$ cat config.mk
export PLATFORM = sky130hd
export DESIGN_NAME = status_cond_unit
export DESIGN_NICKNAME = d
export VERILOG_FILES = /design/src/rtl/status_cond_unit.sv
export SDC_FILE = /design/constraint.sdc
export NUM_CORES = 1
export LEC_CHECK = 0
export CAP_MARGIN = 20
export CORE_AREA = 4 4 41 43
export CTS_CLUSTER_DIAMETER = 200
export DETAILED_ROUTE_END_ITERATION = 8
export DIE_AREA = 0 0 45 47
export PLACE_DENSITY = 0.68
export SLEW_MARGIN = 20
export SYNTH_ARGS = -nofsm -noshare
export SYNTH_HDL_FRONTEND = slang
export SYNTH_SLANG_ARGS = --single-unit
$ cat constraint.sdc
create_clock -name clk -period 8.7 [get_ports clk]
set_clock_uncertainty 0.1 [all_clocks]
set_input_delay 2.61 -clock clk [delete_from_list [all_inputs] [get_ports clk]]
set_output_delay 2.61 -clock clk [all_outputs]
set_load 0.02 [all_outputs]
$ cat src/rtl/status_cond_unit.sv
// NZCV flag register with same-cycle forwarding and ARM condition-field evaluation.
// Flags are packed {Z, C, N, V} on every port and in the register.
module status_cond_unit (
    input  logic       clk,
    input  logic       rst,
    input  logic [3:0] status_in,
    input  logic       exe_valid,
    input  logic       exe_s,
    input  logic       exe_arith,
    input  logic       flush,
    input  logic       freeze,
    input  logic [3:0] id_cond,
    output logic       cond_pass,
    output logic       carry_out,
    output logic [3:0] status_out
);

    logic [3:0] flags_q;
    logic [3:0] flags_d;
    logic [3:0] nxt;
    logic [3:0] eff;
    logic       wr_ok;
    logic       we;
    logic       z, c, n, v;

    assign wr_ok = exe_valid & exe_s & ~flush;
    assign we    = wr_ok & ~freeze;

    // Logical ops leave C and V alone; the ALU's zeros there must not land.
    assign nxt = exe_arith ? status_in : {status_in[3], flags_q[2], status_in[1], flags_q[0]};

    // ID stalls with EX, so forwarding does not look at freeze.
    assign eff = wr_ok ? nxt : flags_q;

    always_comb begin
        flags_d = flags_q;
        if (we) begin
            flags_d = nxt;
        end
    end

    always_ff @(posedge clk) begin
        if (rst) begin
            flags_q <= 4'b0000;
        end else if (!freeze) begin
            flags_q <= flags_d;
        end
    end

    assign z = eff[3];
    assign c = eff[2];
    assign n = eff[1];
    assign v = eff[0];

    always_comb begin
        cond_pass = 1'b0;
        case (id_cond)
            4'b0000: cond_pass = z;
            4'b0001: cond_pass = ~z;
            4'b0010: cond_pass = c;
            4'b0011: cond_pass = ~c;
            4'b0100: cond_pass = n;
            4'b0101: cond_pass = ~n;
            4'b0110: cond_pass = v;
            4'b0111: cond_pass = ~v;
            4'b1000: cond_pass = c & ~z;
            4'b1001: cond_pass = ~c | z;
            4'b1010: cond_pass = (n == v);
            4'b1011: cond_pass = (n != v);
            4'b1100: cond_pass = ~z & (n == v);
            4'b1101: cond_pass = z | (n != v);
            4'b1110: cond_pass = 1'b1;
            default: cond_pass = 1'b0;
        endcase
    end

    // Carry for ADC/SBC comes from committed flags only.
    assign carry_out  = flags_q[2];
    assign status_out = flags_q;

endmodule
== Yosys cells after proc, flatten, opt, wreduce, memory -nomap -nowiden ==
Index checks and enable logic that the tools add are counted.

* Register bits: 4
* Input port bits: 15
* Output and inout port bits: 6
* Word-level logic and storage cells: 35

* Equality and inequality tests: 16
* Multiplexer cells: 3
* Bitwise operators: 13
* Reduce and logical (&&, ||, !) cells: 2

{| class="wikitable"
|+ Operators with widths
! operator !! count
|-
| 4-bit equality test, second input constant || 7
|-
| 4-bit by 3-bit equality test with 1-bit output, second input constant || 4
|-
| 1-bit case mux with 15 select lines || 1
|-
| 4-bit by 2-bit equality test with 1-bit output, second input constant || 2
|-
| 1-bit inverter || 6
|-
| 1-bit bitwise AND || 5
|-
| 4-bit by 1-bit equality test with 1-bit output, second input constant || 1
|-
| 4-bit zero test || 1
|-
| 4-bit two-way mux || 1
|-
| 3-bit two-way mux || 1
|-
| 1-bit bitwise OR || 2
|-
| 2-bit AND reduction || 1
|-
| 1-bit equality test || 1
|-
| 1-bit != test || 1
|}

== Longest topological paths before layout ==
Gate-level depths: netlist of run 1.

* Word-level depth: 6
* Mapped depth: 6
* Mapped depth without buffers: 5

== Worst setup path before layout of run 1 ==
No wires, ideal clock.

* Path type: in2out
* Start point: in exe_arith
* End point: out cond_pass
* Arrival: 3.883 ns
* Path slack: 2.107 ns
* Stages: 5
* Cells stage by stage: mux2_2 > o41ai_1 > o221ai_1 > xor2_1 > o211ai_1

* Longest elaborated chain between the ends: 5

{| class="wikitable"
|+ RTL lines
! what !! RTL line !! text
|-
| start, declared || 9 || <nowiki>input logic exe_arith,</nowiki>
|-
| 3-bit two-way mux * || 30 || <nowiki>assign nxt = exe_arith ? status_in : {status_in[3], flags_q[2], status_in[1], flags_q[0]};</nowiki>
|-
| 4-bit two-way mux * || 33 || <nowiki>assign eff = wr_ok ? nxt : flags_q;</nowiki>
|-
| 1-bit != test (tied with other cells) || 69, 71 ||
|-
| 1-bit bitwise OR (tied with other cells) || 71 || <nowiki>4'b1101: cond_pass = z | (n != v);</nowiki>
|-
| 1-bit case mux with 15 select lines * || 57 || <nowiki>case (id_cond)</nowiki>
|-
| end, declared || 13 || <nowiki>output logic cond_pass,</nowiki>
|}

Every way passes the cells marked *; elsewhere a longest branch is shown, timed or not.

== Worst setup path after layout of run 1 ==
Same ends and word-level chain as after synthesis.

==> results of run 1 <==
per-layer routing:
layer / routed length (um) / vias to the layer above
li1: - / 261
met1: 536 / 231
met2: 538 / 20
met3: 99 / 0
met4: 0 / 0
met5: 0 / -
worst max path at each step:
stage,to,slack (ns),cells after the start
after floorplan,cond_pass,2.11,5
after global placement,cond_pass,1.08,7
after detailed placement,cond_pass,1.06,7
after CTS,cond_pass,1.04,7
after global routing,cond_pass,0.94,7
final,cond_pass,1.05,7
logic make-up after synthesis:
kind of cell | Yosys count | share of synthesized area [%]
compound gates | 15 | 24.02
xor+xnor | 2 | 3.911
buf+inv | 5 | 5.025
flops | 4 | 17.88
mux | 7 | 19.27
simple gates | 26 | 29.89
critical path, delay by kind of cell:
| kind | cells | cell delay, ns |
|---|---|---|
| buf+inv | 2 | 1.17 |
| compound gates | 3 | 0.60 |
| mux | 1 | 0.38 |
| xor+xnor | 1 | 0.17 |
per-stage QoR:
step	utilization [%]	cell area (um2)	setup WS [ns]	hold WS, ns
3_5_place_dp	50.10	651.9	1.060	0.3830
4_1_cts	51.83	674.4	1.041	0.3930
3_3_place_gp	50.10	651.9	1.075	0.3826
2_1_floorplan	-	447.9	2.107	0.4462
6_report	51.83	674.4	1.050	0.3875
5_1_grt	51.83	674.4	0.9427	0.4414
cell type report:
cell class	count	area share, %
tap	15	2.783
multi-input combinational	50	51.21
inverter	2	1.113
timing repair buffer	20	29.68
sequential	4	11.87
clock buffer	3	3.340
power by group:
group / switching [W] / internal (W) / leakage, nW
sequential: 0.000000330 / 0.0000188 / 0.0323
clock: 0.00000751 / 0.0000154 / 0.0138
combinational: 0.00000983 / 0.0000123 / 0.197
cell usage in the layout, fill, tap and decap left out:
cell type,netlist,routed
o221ai_1,1,1
o22ai_1,1,1
nor4_1,1,1
nor3b_1,1,1
nand3_1,2,2
mux4_2,1,1
nand3b_1,1,1
nor3_1,1,1
and4b_1,1,1
mux2i_1,3,3
a311oi_2,1,1
mux2_2,3,3
o211ai_1,1,1
a21oi_1,4,4
xor2_1,1,1
inv_1,1,1
o21ai_0,3,3
nand2b_1,2,2
nand2_1,9,9
o41ai_1,1,1
o31a_1,1,1
clkbuf_4,0,3
nand4b_1,1,1
clkdlybuf4s50_1,0,20
nand4_1,1,1
dfxtp_1,4,4
a22o_1,2,2
inv_2,1,1
and2_2,1,1
xnor2_1,1,1
nor2_1,5,5
==> impl_metrics.tcl, run 1 <==
set metrics [dict create \
    status "finished clean" \
    ctsHtreeMaxLevel 1 \
    holdPathStages 2 \
    reg2reg_from "status_out[0]" \
    cts.clk_slew.worst_paths_ns 0.04 \
    slowest_delay_ns 0.62 \
    routedWlPerCell_um 12.49 \
    drtAntennaViolNets 0 \
    routabilityCongestion 0.7772 \
    yosysTopAreaCellShare_pct 17.88 \
    synth-edff-count 0 \
    max_freq_mhz 130.7 \
    syn_avg_cell_area_um2 7.592 \
    yosysMostFrequentCell "nand2_1" \
    hold_class "reg -> reg" \
    grt_setup_unrepaired "false" \
    hold_viol 0 \
    clk_path_buf_depth 2 \
    ir_worst_vdd_uv 47.86 \
    r2r-end "status_out[0]" \
    fp.coreArea_um2 1301 \
    yosysWarnings 0 \
    antenna_cells 0 \
    power.leakage_nw 0.2428 \
    yosysSeqAreaShare_pct 17.88 \
    synth_cell_type_count 32 \
    fin_cells 94 \
    grt_overflow 0 \
    drt_wl_total_mm 1.174 \
    crit_type "in -> out" \
    cts_tree "built" \
    setup_viol 0 \
    critPathMaxFanout 5 \
    synth_area_leader_cell "dfxtp_1" \
    dp_hpwl_um 942.8 \
    fin_crit_ns 7.650 \
    dieArea_um2 2115 \
    netlist_top_cells_count "nand2_1, nor2_1, a21oi_1, dfxtp_1" \
    max-slew-margin-rel_pct 75.98 \
    p_per_area_nw_per_um2 95.18 \
    groute.layer.met3.usage_pct 1.916 \
    drtIter0Drc 6 \
    drv_cap 0 \
    fillCellCount 147 \
    largest_register_ffs 4 \
    start_util_pct 34.42 \
    reg2reg_slack_ns 7.91 \
    ff_latch_area_um2 80.08 \
    end_kind "primary output" \
    mappedNetlistArea_um2 447.9 \
    num_vias 512 \
    die_h_um 47 \
    grt_pass1_vias 475 \
    layout-drive-gt1-share_pct 12.66 \
    ys_top_cells_by_area "dfxtp_1, nand2_1, mux2_2, mux2i_1, mux4_2" \
    cp.required_ns 5.99 \
    cts_root_buf "clkbuf_4" \
    setup_tns_ns 0 \
    finalPower_w 0.00006419 \
    antenna_found_initial 0 \
    multi_input_area_um2 345.3 \
    drc 0 \
    chipWidth_um 45 \
    netlist_instances 59 \
    crit_chain "clkdlybuf4s50_1 -> mux2_2 -> o41ai_1 -> o221ai_1 -> xor2_1 -> o211ai_1 -> clkdlybuf4s50_1" \
    layout.nets 96 \
    ys_ff_latch 4 \
    grt_use_met2_pct 19.49 \
    cts_setup_buffers 0 \
    area_growth_pct 50.56 \
    cts_buffers 3 \
    grt_busiest_layer "met2" \
    critPathLaunch "exe_arith" \
    drt-pass1-iter-count 5 \
    slew_viol_final 0 \
    synth_nets 74 \
    cts.sinks 4 \
    grt_max_degree 10 \
    cts_resized 0 \
    cp.arrival_ns 4.94 \
    cts_hold_buf 0 \
    grt.total_usage_pct 12.80 \
    synthArstFlopShare_pct 0 \
    synth_ff_type "dfxtp_1" \
    worstHoldStart "status_out[2]" \
    viasPerCell 5.447 \
    critPathSlowestCell "clkdlybuf4s50_1" \
    met1_usage_pct 16.59 \
    rr_worst_depth 2 \
    critPathLaunchType "input pin" \
    clkLatencyLatePin_ns 0.23 \
    num_rows 13 \
    pin_count 21 \
    numPlacedInstances 91 \
    period_share_pct 87.93 \
    worstMarginPinSlew_ns 0.3570 \
    io_buffers 20 \
    grt_pass1_wl_mm 1.952 \
    crit_top_cell "clkdlybuf4s50_1" \
    worstHoldEndpoint "status_out[2]" \
]
Power figures use the tool's default switching activity.
==> run 2: changes to the inputs <==
Settings changed: PLACE_DENSITY 0.68 to 0.72.
Clock period 8.7 ns to 7.5 ns, I/O delays scaled along.
==> impl_metrics.tcl, run 2 (synthesis gave the netlist of run 1 again) <==
set metrics [dict create \
    antenna_cells 0 \
    cts_hold_buf 0 \
    grt.total_usage_pct 12.32 \
    max_freq_mhz 144.3 \
    chipWidth_um 45 \
    start_util_pct 34.42 \
    critPathMaxFanout 6 \
    drc 0 \
    viasPerCell 5.436 \
    grt_pass1_wl_mm 1.925 \
    grt_max_degree 10 \
    drt_wl_total_mm 1.178 \
    antenna_found_initial 0 \
    clkLatencyLatePin_ns 0.23 \
    drv_cap 0 \
    cts_resized 0 \
    layout.nets 96 \
    swShare_pct 26.87 \
    cts_setup_buffers 0 \
    worstHoldStart "status_out[2]" \
    drtIter0Drc 7 \
    rr_worst_depth 2 \
    cts_buffers 3 \
    critPathLaunchType "input pin" \
    slew_viol_final 0 \
    cp.arrival_ns 4.58 \
    hold_viol 0 \
    path_depth 7 \
    drt-pass1-iter-count 4 \
    reg2reg_from "status_out[0]" \
    timing.final.ws_setup_ns 0.5691 \
    io_buffers 20 \
    pin_count 21 \
    drtAntennaViolNets 0 \
    power.leakage_nw 0.2428 \
    fp.coreArea_um2 1301 \
    clk_path_buf_depth 2 \
    layout-drive-gt1-share_pct 12.66 \
    num_rows 13 \
    fin_crit_ns 6.931 \
    worstMarginPinSlew_ns 0.3299 \
    numPlacedInstances 91 \
    preCtsSetupSlack_ns 0.5745 \
    area_growth_pct 50.56 \
    max-slew-margin-rel_pct 77.80 \
    pwr-share-comb_pct 34.8 \
    critPathSlowestCell "clkdlybuf4s50_1" \
    routedWlPerCell_um 12.53 \
    power_frac_clock_pct 35.1 \
    seqPwrFrac_pct 30.0 \
    p_sw_w 0.00001982 \
    hold_class "reg -> reg" \
    num_vias 511 \
    die_h_um 47 \
    holdPathStages 2 \
    p_per_area_nw_per_um2 109.3 \
    cp.required_ns 5.15 \
    internal_power_w 0.00005392 \
    cts.sinks 4 \
    crit_buf_inv 2 \
    dp_hpwl_um 943 \
    period_share_pct 92.41 \
    cts.clk_slew.worst_paths_ns 0.04 \
    largest_register_ffs 4 \
    crit_chain "clkdlybuf4s50_1 -> nand3b_1 -> mux4_2 -> a22o_1 -> a311oi_2 -> o211ai_1 -> clkdlybuf4s50_1" \
    reg2reg_slack_ns 6.70 \
    crit_type "in -> out" \
    status "finished clean" \
    cts_tree "built" \
    end_kind "primary output" \
    layout_common_cells "clkdlybuf4s50_1, nand2_1, nor2_1, a21oi_1, dfxtp_1" \
    mostFrequentLayoutCell "clkdlybuf4s50_1" \
    setup_tns_ns 0 \
    ctsHtreeMaxLevel 1 \
    setup_viol 0 \
    cpLargestDelayFamily "buffers and inverters" \
    ir_worst_vdd_uv 63.80 \
    routabilityCongestion 0.8196 \
    slowest_delay_ns 0.56 \
    finalPower_w 0.00007374 \
    crit_top_cell "clkdlybuf4s50_1" \
    fin_cells 94 \
    grt_setup_unrepaired "false" \
    cts_root_buf "clkbuf_4" \
    grt_pass1_vias 469 \
    grt_overflow 0 \
    dieArea_um2 2115 \
    critPathLaunch "flush" \
]
run 2: worst register-to-register path, cell delays in order, from the launching register on:
cell and delay, ns:
dfxtp_1 0.42, nand2_1 0.08, a21oi_1 0.14
run 2: power by group through the flow:
| stage | registers [W] | logic [W] | clock network (W) |
|---|---|---|---|
| global route | 0.0000222 | 0.0000278 | 0.0000280 |
| detailed placement | 0.0000225 | 0.0000257 | 0 |
| floorplan | 0.0000228 | 0.0000120 | 0 |
| CTS | 0.0000222 | 0.0000258 | 0.0000272 |
| global placement | 0.0000225 | 0.0000254 | 0 |
| finish | 0.0000222 | 0.0000257 | 0.0000259 |
run 2: cell type report:
class	instances	area, um2
Fill cell	151	626.9
Multi-Input combinational cell	50	345.3
Timing Repair Buffer	20	200.2
Sequential cell	4	80.08
Clock buffer	3	22.52
Tap cell	15	18.77
Inverter	2	7.507
run 2: path summary, 6_finish.rpt:
kind	endpoint
max	cond_pass
min	status_out[2]
max reg2reg	status_out[0]
min reg2reg	status_out[2]
run 2: through the flow:
| step | area [um2] | utilization, % | hold slack (ns) |
|---|---|---|---|
| floorplan | 447.9 | - | 0.4462 |
| global placement | 651.9 | 50.10 | 0.3825 |
| detailed placement | 651.9 | 50.10 | 0.3835 |
| CTS | 674.4 | 51.83 | 0.3928 |
| global route | 674.4 | 51.83 | 0.4300 |
| finish | 674.4 | 51.83 | 0.3890 |
run 2: routing by layer:
metal | global-route usage [%] | vias to the layer above | routed length (um) | share of wire (%)
met5 | 0 | - | 0 | 0
met3 | 1.916 | 0 | 96 | 8.1
li1 | - | 265 | - | -
met2 | 19.77 | 19 | 530 | 45
met1 | 15.68 | 227 | 551 | 47
met4 | 7.018 | 0 | 0 | 0
